## src/rtl/wishbone_pkg.sv

```systemverilog
// Shared Wishbone types and constants for the controller-sharing arbiter.
package wishbone_pkg;

   localparam int WB_ADR_W = 4;
   localparam int WB_DAT_W = 8;

   // Read data handed back when a transaction is abandoned by the timeout.
   localparam logic [WB_DAT_W-1:0] WB_TIMEOUT_DATA = 8'hEE;

   // Controller-side request: strobe, direction, address, write data.
   typedef struct packed {
      logic                stb;
      logic                we;
      logic [WB_ADR_W-1:0] adr;
      logic [WB_DAT_W-1:0] dat;
   } iWishbone_Ctrl;

   // Peripheral-side response: acknowledge and read data.
   typedef struct packed {
      logic                ack;
      logic [WB_DAT_W-1:0] dat;
   } iWishbone_Peri;

   typedef enum logic {
      IDLE = 1'b0,
      BUSY = 1'b1
   } eWishboneArbiterState;

endpackage

```

## src/rtl/wishbone_rr_pick.sv

```systemverilog
// Rotating-priority picker: returns the first set request at or after ptr,
// wrapping at N-1 -> 0. Purely combinational.
module wishbone_rr_pick #(
   parameter int N = 2,
   localparam int IW = $clog2(N)
) (
   input  logic [N-1:0]  req,
   input  logic [IW-1:0] ptr,
   output logic          valid,
   output logic [IW-1:0] idx
);

   logic [2*N-1:0] rot;
   logic [IW-1:0]  off;
   logic [IW:0]    sum;

   // Rotate the request vector so ptr lands on bit 0, take the lowest set bit,
   // then map the offset back to an absolute index with an explicit wrap.
   always_comb begin
      rot   = {req, req} >> ptr;
      valid = 1'b0;
      off   = '0;
      for (int k = N-1; k >= 0; k--) begin
         if (rot[k]) begin
            valid = 1'b1;
            off   = IW'(k);
         end
      end
      sum = {1'b0, ptr} + {1'b0, off};
      if (sum >= (IW+1)'(N)) sum = sum - (IW+1)'(N);
      idx = sum[IW-1:0];
   end

endmodule

```

## src/rtl/wishbone_arbiter.sv

```systemverilog
// Round-robin arbiter sharing one Wishbone peripheral port between N
// controllers. Grant is held for a whole transaction; a stuck peripheral is
// released by a synthetic ack after TIMEOUT strobe cycles.
module wishbone_arbiter
   import wishbone_pkg::*;
#(
   parameter int                   N            = 2,
   parameter int                   TIMEOUT      = 255,
   parameter logic [WB_DAT_W-1:0]  TIMEOUT_DATA = WB_TIMEOUT_DATA
) (
   input  logic                  clk,
   input  logic                  rst_n,
   input  iWishbone_Ctrl [N-1:0] wb_req,
   output iWishbone_Peri [N-1:0] wb_rsp,
   output iWishbone_Ctrl         wb_c,
   input  iWishbone_Peri         wb_p,
   output logic [N-1:0]          grant,
   output logic                  busy,
   output logic                  timeout_stb
);

   localparam int IW = $clog2(N);
   // Counter only needs to reach TIMEOUT-1; keep at least one bit when disabled.
   localparam int CW = (TIMEOUT > 0) ? $clog2(TIMEOUT + 1) : 1;
   localparam logic [CW-1:0] CNT_LAST = CW'((TIMEOUT > 0) ? TIMEOUT - 1 : 0);
   localparam logic [IW-1:0] LAST_IDX = IW'(N - 1);

   eWishboneArbiterState state;
   logic [IW-1:0] rr_ptr, grant_idx, pick_idx, next_ptr;
   logic [CW-1:0] cnt;
   logic [N-1:0]  req_stb;
   logic          pick_valid, owner_stb, tmo_fire, done;
   iWishbone_Ctrl owner;

   // Collect the strobes for the picker.
   always_comb begin
      req_stb = '0;
      for (int i = 0; i < N; i++) req_stb[i] = wb_req[i].stb;
   end

   wishbone_rr_pick #(.N(N)) u_pick (
      .req   (req_stb),
      .ptr   (rr_ptr),
      .valid (pick_valid),
      .idx   (pick_idx)
   );

   assign owner     = wb_req[grant_idx];
   assign owner_stb = (state == BUSY) && owner.stb;
   // A real ack in the same cycle always beats the timeout.
   assign tmo_fire  = (TIMEOUT != 0) && owner_stb && !wb_p.ack && (cnt == CNT_LAST);
   // Transaction ends on ack, timeout, or the owner abandoning its strobe.
   assign done      = (state == BUSY) && (wb_p.ack || tmo_fire || !owner.stb);
   assign next_ptr  = (grant_idx == LAST_IDX) ? '0 : grant_idx + 1'b1;

   assign busy  = (state == BUSY);
   assign grant = (state == BUSY) ? (N'(1) << grant_idx) : '0;

   // Forward the owner's request; strobe is suppressed on the timeout cycle.
   always_comb begin
      wb_c     = (state == BUSY) ? owner : '0;
      wb_c.stb = owner_stb && !tmo_fire;
   end

   // Route the ack (real or synthetic) to the owner only; everyone else sees 0.
   always_comb begin
      wb_rsp = '0;
      if ((state == BUSY) && (wb_p.ack || tmo_fire)) begin
         wb_rsp[grant_idx].ack = 1'b1;
         wb_rsp[grant_idx].dat = wb_p.ack ? wb_p.dat : TIMEOUT_DATA;
      end
   end

   // Arbitration FSM: pick in IDLE, hold grant and count strobe cycles in BUSY.
   always_ff @(posedge clk or negedge rst_n) begin
      if (!rst_n) begin
         state       <= IDLE;
         rr_ptr      <= '0;
         grant_idx   <= '0;
         cnt         <= '0;
         timeout_stb <= 1'b0;
      end else begin
         timeout_stb <= tmo_fire;
         case (state)
            IDLE: begin
               if (pick_valid) begin
                  grant_idx <= pick_idx;
                  cnt       <= '0;
                  state     <= BUSY;
               end
            end
            BUSY: begin
               if (done) begin
                  state  <= IDLE;
                  rr_ptr <= next_ptr;
               end else if (cnt != '1) begin
                  cnt <= cnt + 1'b1;
               end
            end
            default: state <= IDLE;
         endcase
      end
   end

endmodule

```

## config.mk

```make
export PLATFORM = sky130hd
export DESIGN_NAME = wishbone_arbiter
export DESIGN_NICKNAME = d
export VERILOG_FILES = /design/src/rtl/wishbone_pkg.sv /design/src/rtl/wishbone_rr_pick.sv /design/src/rtl/wishbone_arbiter.sv
export SDC_FILE = /design/constraint.sdc
export NUM_CORES = 1
export LEC_CHECK = 0
export ABC_AREA = 1
export BUFFER_PORTS_ARGS = -buffer_cell sky130_fd_sc_hd__buf_2
export CORE_ASPECT_RATIO = 2
export CORE_MARGIN = 3
export CORE_UTILIZATION = 37
export DETAILED_ROUTE_END_ITERATION = 16
export PLACE_DENSITY_LB_ADDON = 0.3
export SYNTH_ARGS = -nofsm -noshare
export SYNTH_HDL_FRONTEND = slang
export SYNTH_SLANG_ARGS = --single-unit
export TNS_END_PERCENT = 20
```

## constraint.sdc

```tcl
create_clock -name clk -period 1.5 [get_ports clk]
set_input_delay 0.375 -clock clk [delete_from_list [all_inputs] [get_ports clk]]
set_output_delay 0.375 -clock clk [all_outputs]
set_load 0.05 [all_outputs]
```

== Word level (Yosys, flattened, before mapping) ==
Cells that the tools add are included.
Storage, ports and cells
  register bits: 12
  output and inout bits: 36
  word-level logic and storage cells: 58
Cells by class
  add/subtract/negate cells: 4
  order comparisons: 3
  equality and inequality tests: 5
  shift operators: 2
  multiplexer cells: 23
  bitwise gates (word level): 1
  reduce and logical (&&, ||, !) cells: 15
Operators by type and width (count)
  $mux W8: 5
  $mux W14: 2
  $bwmux W18: 1
  $demux W9 S1: 2
  $mux W18: 1
  $pmux W8 S2: 1
  $mux W13: 1
  $mux W9: 1
  $add A8 B1 Y8 const B: 1
  $eq A8 B8 Y1 const B: 1
  $ne A8 B8 Y1 const B: 1
  $logic_and A1 B1 Y1: 7
  $mux W1: 7
  $ne A2 B2 Y1 const B: 2
  $reduce_and A2 Y1: 2
  $shr A4 B1 Y2: 1
  $logic_not A1 Y1: 3
  $reduce_and A3 Y1: 1
  $add A1 B1 Y2: 1
  $ge A2 B2 Y1 const B: 1
  $logic_or A1 B1 Y1: 2
  $lt A1 B2 Y1 const B: 1
  $mux W2: 1
  $ne A2 B1 Y1 const B: 1
  6 further kinds: 6

== Logic depth before layout (Yosys ltp) ==
  word-level depth: 10
  gate-level depth with buffers: 9
  depth with buffers taken out: 9

== Hierarchy ==
A second synthesis with hierarchy kept.
Second synthesis, totals
  cells, all modules: 146
  area, all modules: 1009.7 µm²
Modules (own cells, without submodules)
  wishbone_arbiter: times used 1, cells an instance 142, area each 991.0 µm²
  wishbone_rr_pick: times used 1, cells an instance 4, area each 18.8 µm²

== Worst setup path before layout ==
OpenSTA, ideal clock, no wires.
  path type: register to output
  from: register state (netlist: busy)
  to: output wb_rsp[0] (netlist name)
  data arrival time: 2.175 ns
  required time: 1.125 ns
  setup slack: -1.050 ns
  cell stages (with the launch flop): 7
  buffers on the path: 2
  cell sequence: dfrtp_1 > buf_6 > inv_4 > nor2_1 > buf_4 > inv_1 > nor2_1
RTL lines
  from (decl): RTL line wishbone_arbiter.sv:28  | eWishboneArbiterState state;
  from (signal assigned): RTL line wishbone_arbiter.sv:77  | state <= IDLE;
  from (signal assigned): RTL line wishbone_arbiter.sv:89  | state <= BUSY;
  from (signal assigned): RTL line wishbone_arbiter.sv:94  | state <= IDLE;
  to (decl): RTL line wishbone_arbiter.sv:14  | output iWishbone_Peri [N-1:0] wb_rsp,

==> flow_summary.json <==
{
  "synthesis.nets": 192,
  "grt_max_degree": 15,
  "antenna_found_initial": 0,
  "path_cells": "inv_2, ha_4, inv_2, nor2_4, nand2_2, o21ai_4, buf_12, nand2_8, nor2_4, buf_8",
  "crit_family": "buffers and inverters",
  "start_kind": "flip-flop",
  "ys_ff_latch": 12,
  "finalWeightedCongestion": 0.920,
  "fillers": 105,
  "whs_ns": -0.000261,
  "rsz0062_at_grt": "yes",
  "dieArea_mm2": 0.00354,
  "drt_wl_total_um": 7570,
  "ir_drop_v": 0.00151,
  "drcViolationCount": 0,
  "grt_pass1_vias": 1792,
  "crit_path_end_kind": "output pin",
  "worst-path-buf-inv": 4,
  "crit_cells": 10,
  "dp_cells": 288,
  "synth_area_mm2": 0.00105,
  "crit_slowest_cell": "dfrtp_1",
  "rrSetupSlack_ns": -0.38,
  "period_share_pct": 146,
  "status": "finished, violations left",
  "tritoncts": "built",
  "core_mm2": 0.00264,
  "grt_usage_pct": 37.9,
  "static-leakage-power_nw": 1.22,
  "critPathMaxStageDelay_ns": 0.39,
  "dp_hpwl_um": 3440,
  "final_core_util_pct": 92.3,
  "synthCells": 151,
  "clock_latency_ns": 0.25,
  "die_w_um": 43.6,
  "grt_remaining_overflow": 0,
  "cellPowerDensity_mw_per_mm2": 1980,
  "syn_avg_cell_area_um2": 6.93,
  "crit_path_end": "wb_rsp[7]",
  "synthDistinctLibCells": 30,
  "vias": 1886,
  "fin_crit_ns": 2.19,
  "die_h_um": 81.2,
  "fmaxAchievable_mhz": 456,
  "timing.final.ws_setup_ns": -0.692,
  "cp-startpoint": "cnt[0]$_DFFE_PN0P_",
  "multi_input_area_um2": 936,
  "ant_nets": 0,
  "reg2reg_to": "cnt[6]$_DFFE_PN0P_",
  "yosys_warnings": 0,
  "design_power_total_mw": 4.80,
  "rows": 26,
  "r2r_start": "cnt[0]$_DFFE_PN0P_",
  "clock_sinks": 12,
  "start_util_pct": 39.7,
  "viasPerCell": 6.31,
  "clockBufferDepth": 2,
  "violations": "negative hold slack, negative setup slack",
  "wl_per_cell_um": 25.3,
  "io_pins": 75,
  "hp-class": "primary input to async pin",
  "finalSetupViolCount": 44,
  "critical_path_class": "flip-flop to output pin",
  "worstPathRequired_ns": 1.12,
  "grt_pass1_wl_um": 9810,
  "final_area_mm2": 0.00243,
  "fin_nets": 313,
  "seqCellArea_um2": 302,
  "htreeDepth": 1,
  "synth-seq-area-share_pct": 28.7,
  "worstMarginPinSlew_ns": 0.700,
  "drv_cap": 0,
  "fin_skew_ns": 0.00141,
  "crit_fanout": 7,
  "cts_buffers": 3,
  "syn2layout_area_growth_pct": 132,
  "placed_area_mm2": 0.00198,
  "cts.clk_slew.worst_paths_ns": 0.06,
  "layout.cells.non_filler": 299,
  "critical_path_arrival_ns": 1.82,
  "slew_headroom_pct": 52.9,
  "r2r_cells": 11,
  "hold_viol_final": 4,
  "portBuffers": 74,
  "drv_slew": 0,
  "drt_first_pass_iters": 5,
  "hold_buffers": 0,
  "diodes": 0,
  "drtIter0Drc": 121,
  "drive_above_1_share_pct": 67.2,
  "root_buffer": "clkbuf_8"
}
==> kinds of logic after synthesis <==
logic type	synth area share (%)
AND/OR/NAND/NOR	30.5
AO/OA/AOI/OAI	27.5
flip-flops	28.7
adder cells (fa/ha/maj)	2.39
buffers and inverters	10.9
==> timing repair <==
action / 4_1_cts / 5_1_grt
gates resized for setup: 88 / 9
buffers inserted: 4 / 3
endpoints found under the setup margin: 44 / 44
gates cloned: 0 / 0
pin swaps: 10 / 3
==> flip-flops by register name, indices dropped and copies added, names as in the netlist <==
name         flops
cnt              8
busy             1
grant_idx        1
rr_ptr           1
timeout_stb      1
==> per-layer routing <==
metal | vias up | track usage [%] | routed length (µm)
met1 | 865 | 41.4 | 2360
met5 | - | 0 | 0
met4 | 0 | 17.5 | 587
met2 | 219 | 68.3 | 3780
li1 | 738 | - | -
met3 | 64 | 5.99 | 843
==> layout by cell type, fill, tap and decap left out, types with 3 or more instances in the layout <==
| master | netlist | routed |
|---|---|---|
| nor2_1 | 30 | 13 |
| buf_4 | 1 | 41 |
| nand2_1 | 34 | 26 |
| clkbuf_8 | 0 | 4 |
| buf_12 | 0 | 3 |
| nand2_2 | 1 | 7 |
| inv_1 | 17 | 11 |
| o21ai_0 | 4 | 4 |
| a22o_1 | 13 | 4 |
| nor2_2 | 3 | 3 |
| dfrtp_1 | 12 | 11 |
| buf_2 | 2 | 39 |
| nor2_4 | 1 | 18 |
| buf_8 | 0 | 4 |
| buf_6 | 2 | 34 |
| o21bai_1 | 8 | 8 |
| a22o_4 | 0 | 9 |
| nor3_1 | 3 | 3 |
==> per-stage QoR <==
step / setup slack (ns) / TNS, ns
2_1_floorplan: -0.379 / -10.95
3_3_place_gp: -0.407 / -8.82
3_5_place_dp: -0.466 / -10.32
4_1_cts: -0.632 / -15.29
5_1_grt: -0.728 / -21.40
6_report: -0.692 / -19.61
==> worst min-delay path by stage <==
stage,startpoint,to,cells past startpoint
after global placement,rst_n,cnt[5]$_DFFE_PN0P_,1
after CTS,rst_n,cnt[4]$_DFFE_PN0P_,1
after detailed placement,rst_n,cnt[4]$_DFFE_PN0P_,1
after global routing,rst_n,cnt[6]$_DFFE_PN0P_,1
after floorplan,rst_n,busy$_DFF_PN0_,0
final,rst_n,cnt[4]$_DFFE_PN0P_,1
==> area by class of cell <==
cell class / count / area share [%]
clock buffers: 4 / 2.26
inverters: 19 / 4.01
multi-input cells: 115 / 38.5
flip-flops and latches: 12 / 12.4
well taps: 28 / 1.44
repair buffers: 121 / 41.4
==> cells in the mapped netlist <==
master    number  area share, %
inv_1         17            6.1
nor2_4         1            1.1
o21ai_2        1           0.84
nand3_1        1           0.48
nor4_1         1           0.60
dfrtp_1       12             29
a31oi_1        3            1.8
buf_6          2            2.2
a21oi_4        1            1.6
o21ai_1        1           0.48
buf_4          1           0.72
buf_2          2           0.96
nand2_2        1           0.60
a31oi_2        1            1.2
nand4_1        1           0.60
a22o_1        13             11
nor3_1         3            1.4
o21bai_1       8            5.7
inv_4          1           0.60
nand2_1       34             12
a21o_1         1           0.72
ha_1           2            2.4
clkinv_1       1           0.36
o21ai_0        4            1.9
o22ai_1        1           0.60
nor2_1        30             11
a21oi_1        2           0.96
a21oi_2        1           0.84
nor2_2         3            1.8
nand3_2        1           0.96
==> where the power goes <==
group / internal, mW / switching (mW)
Clock: 0.233 / 0.142
Sequential: 0.399 / 0.0925
Combinational: 1.55 / 2.39
Total: 2.18 / 2.62
Power figures use the tool's default switching activity.
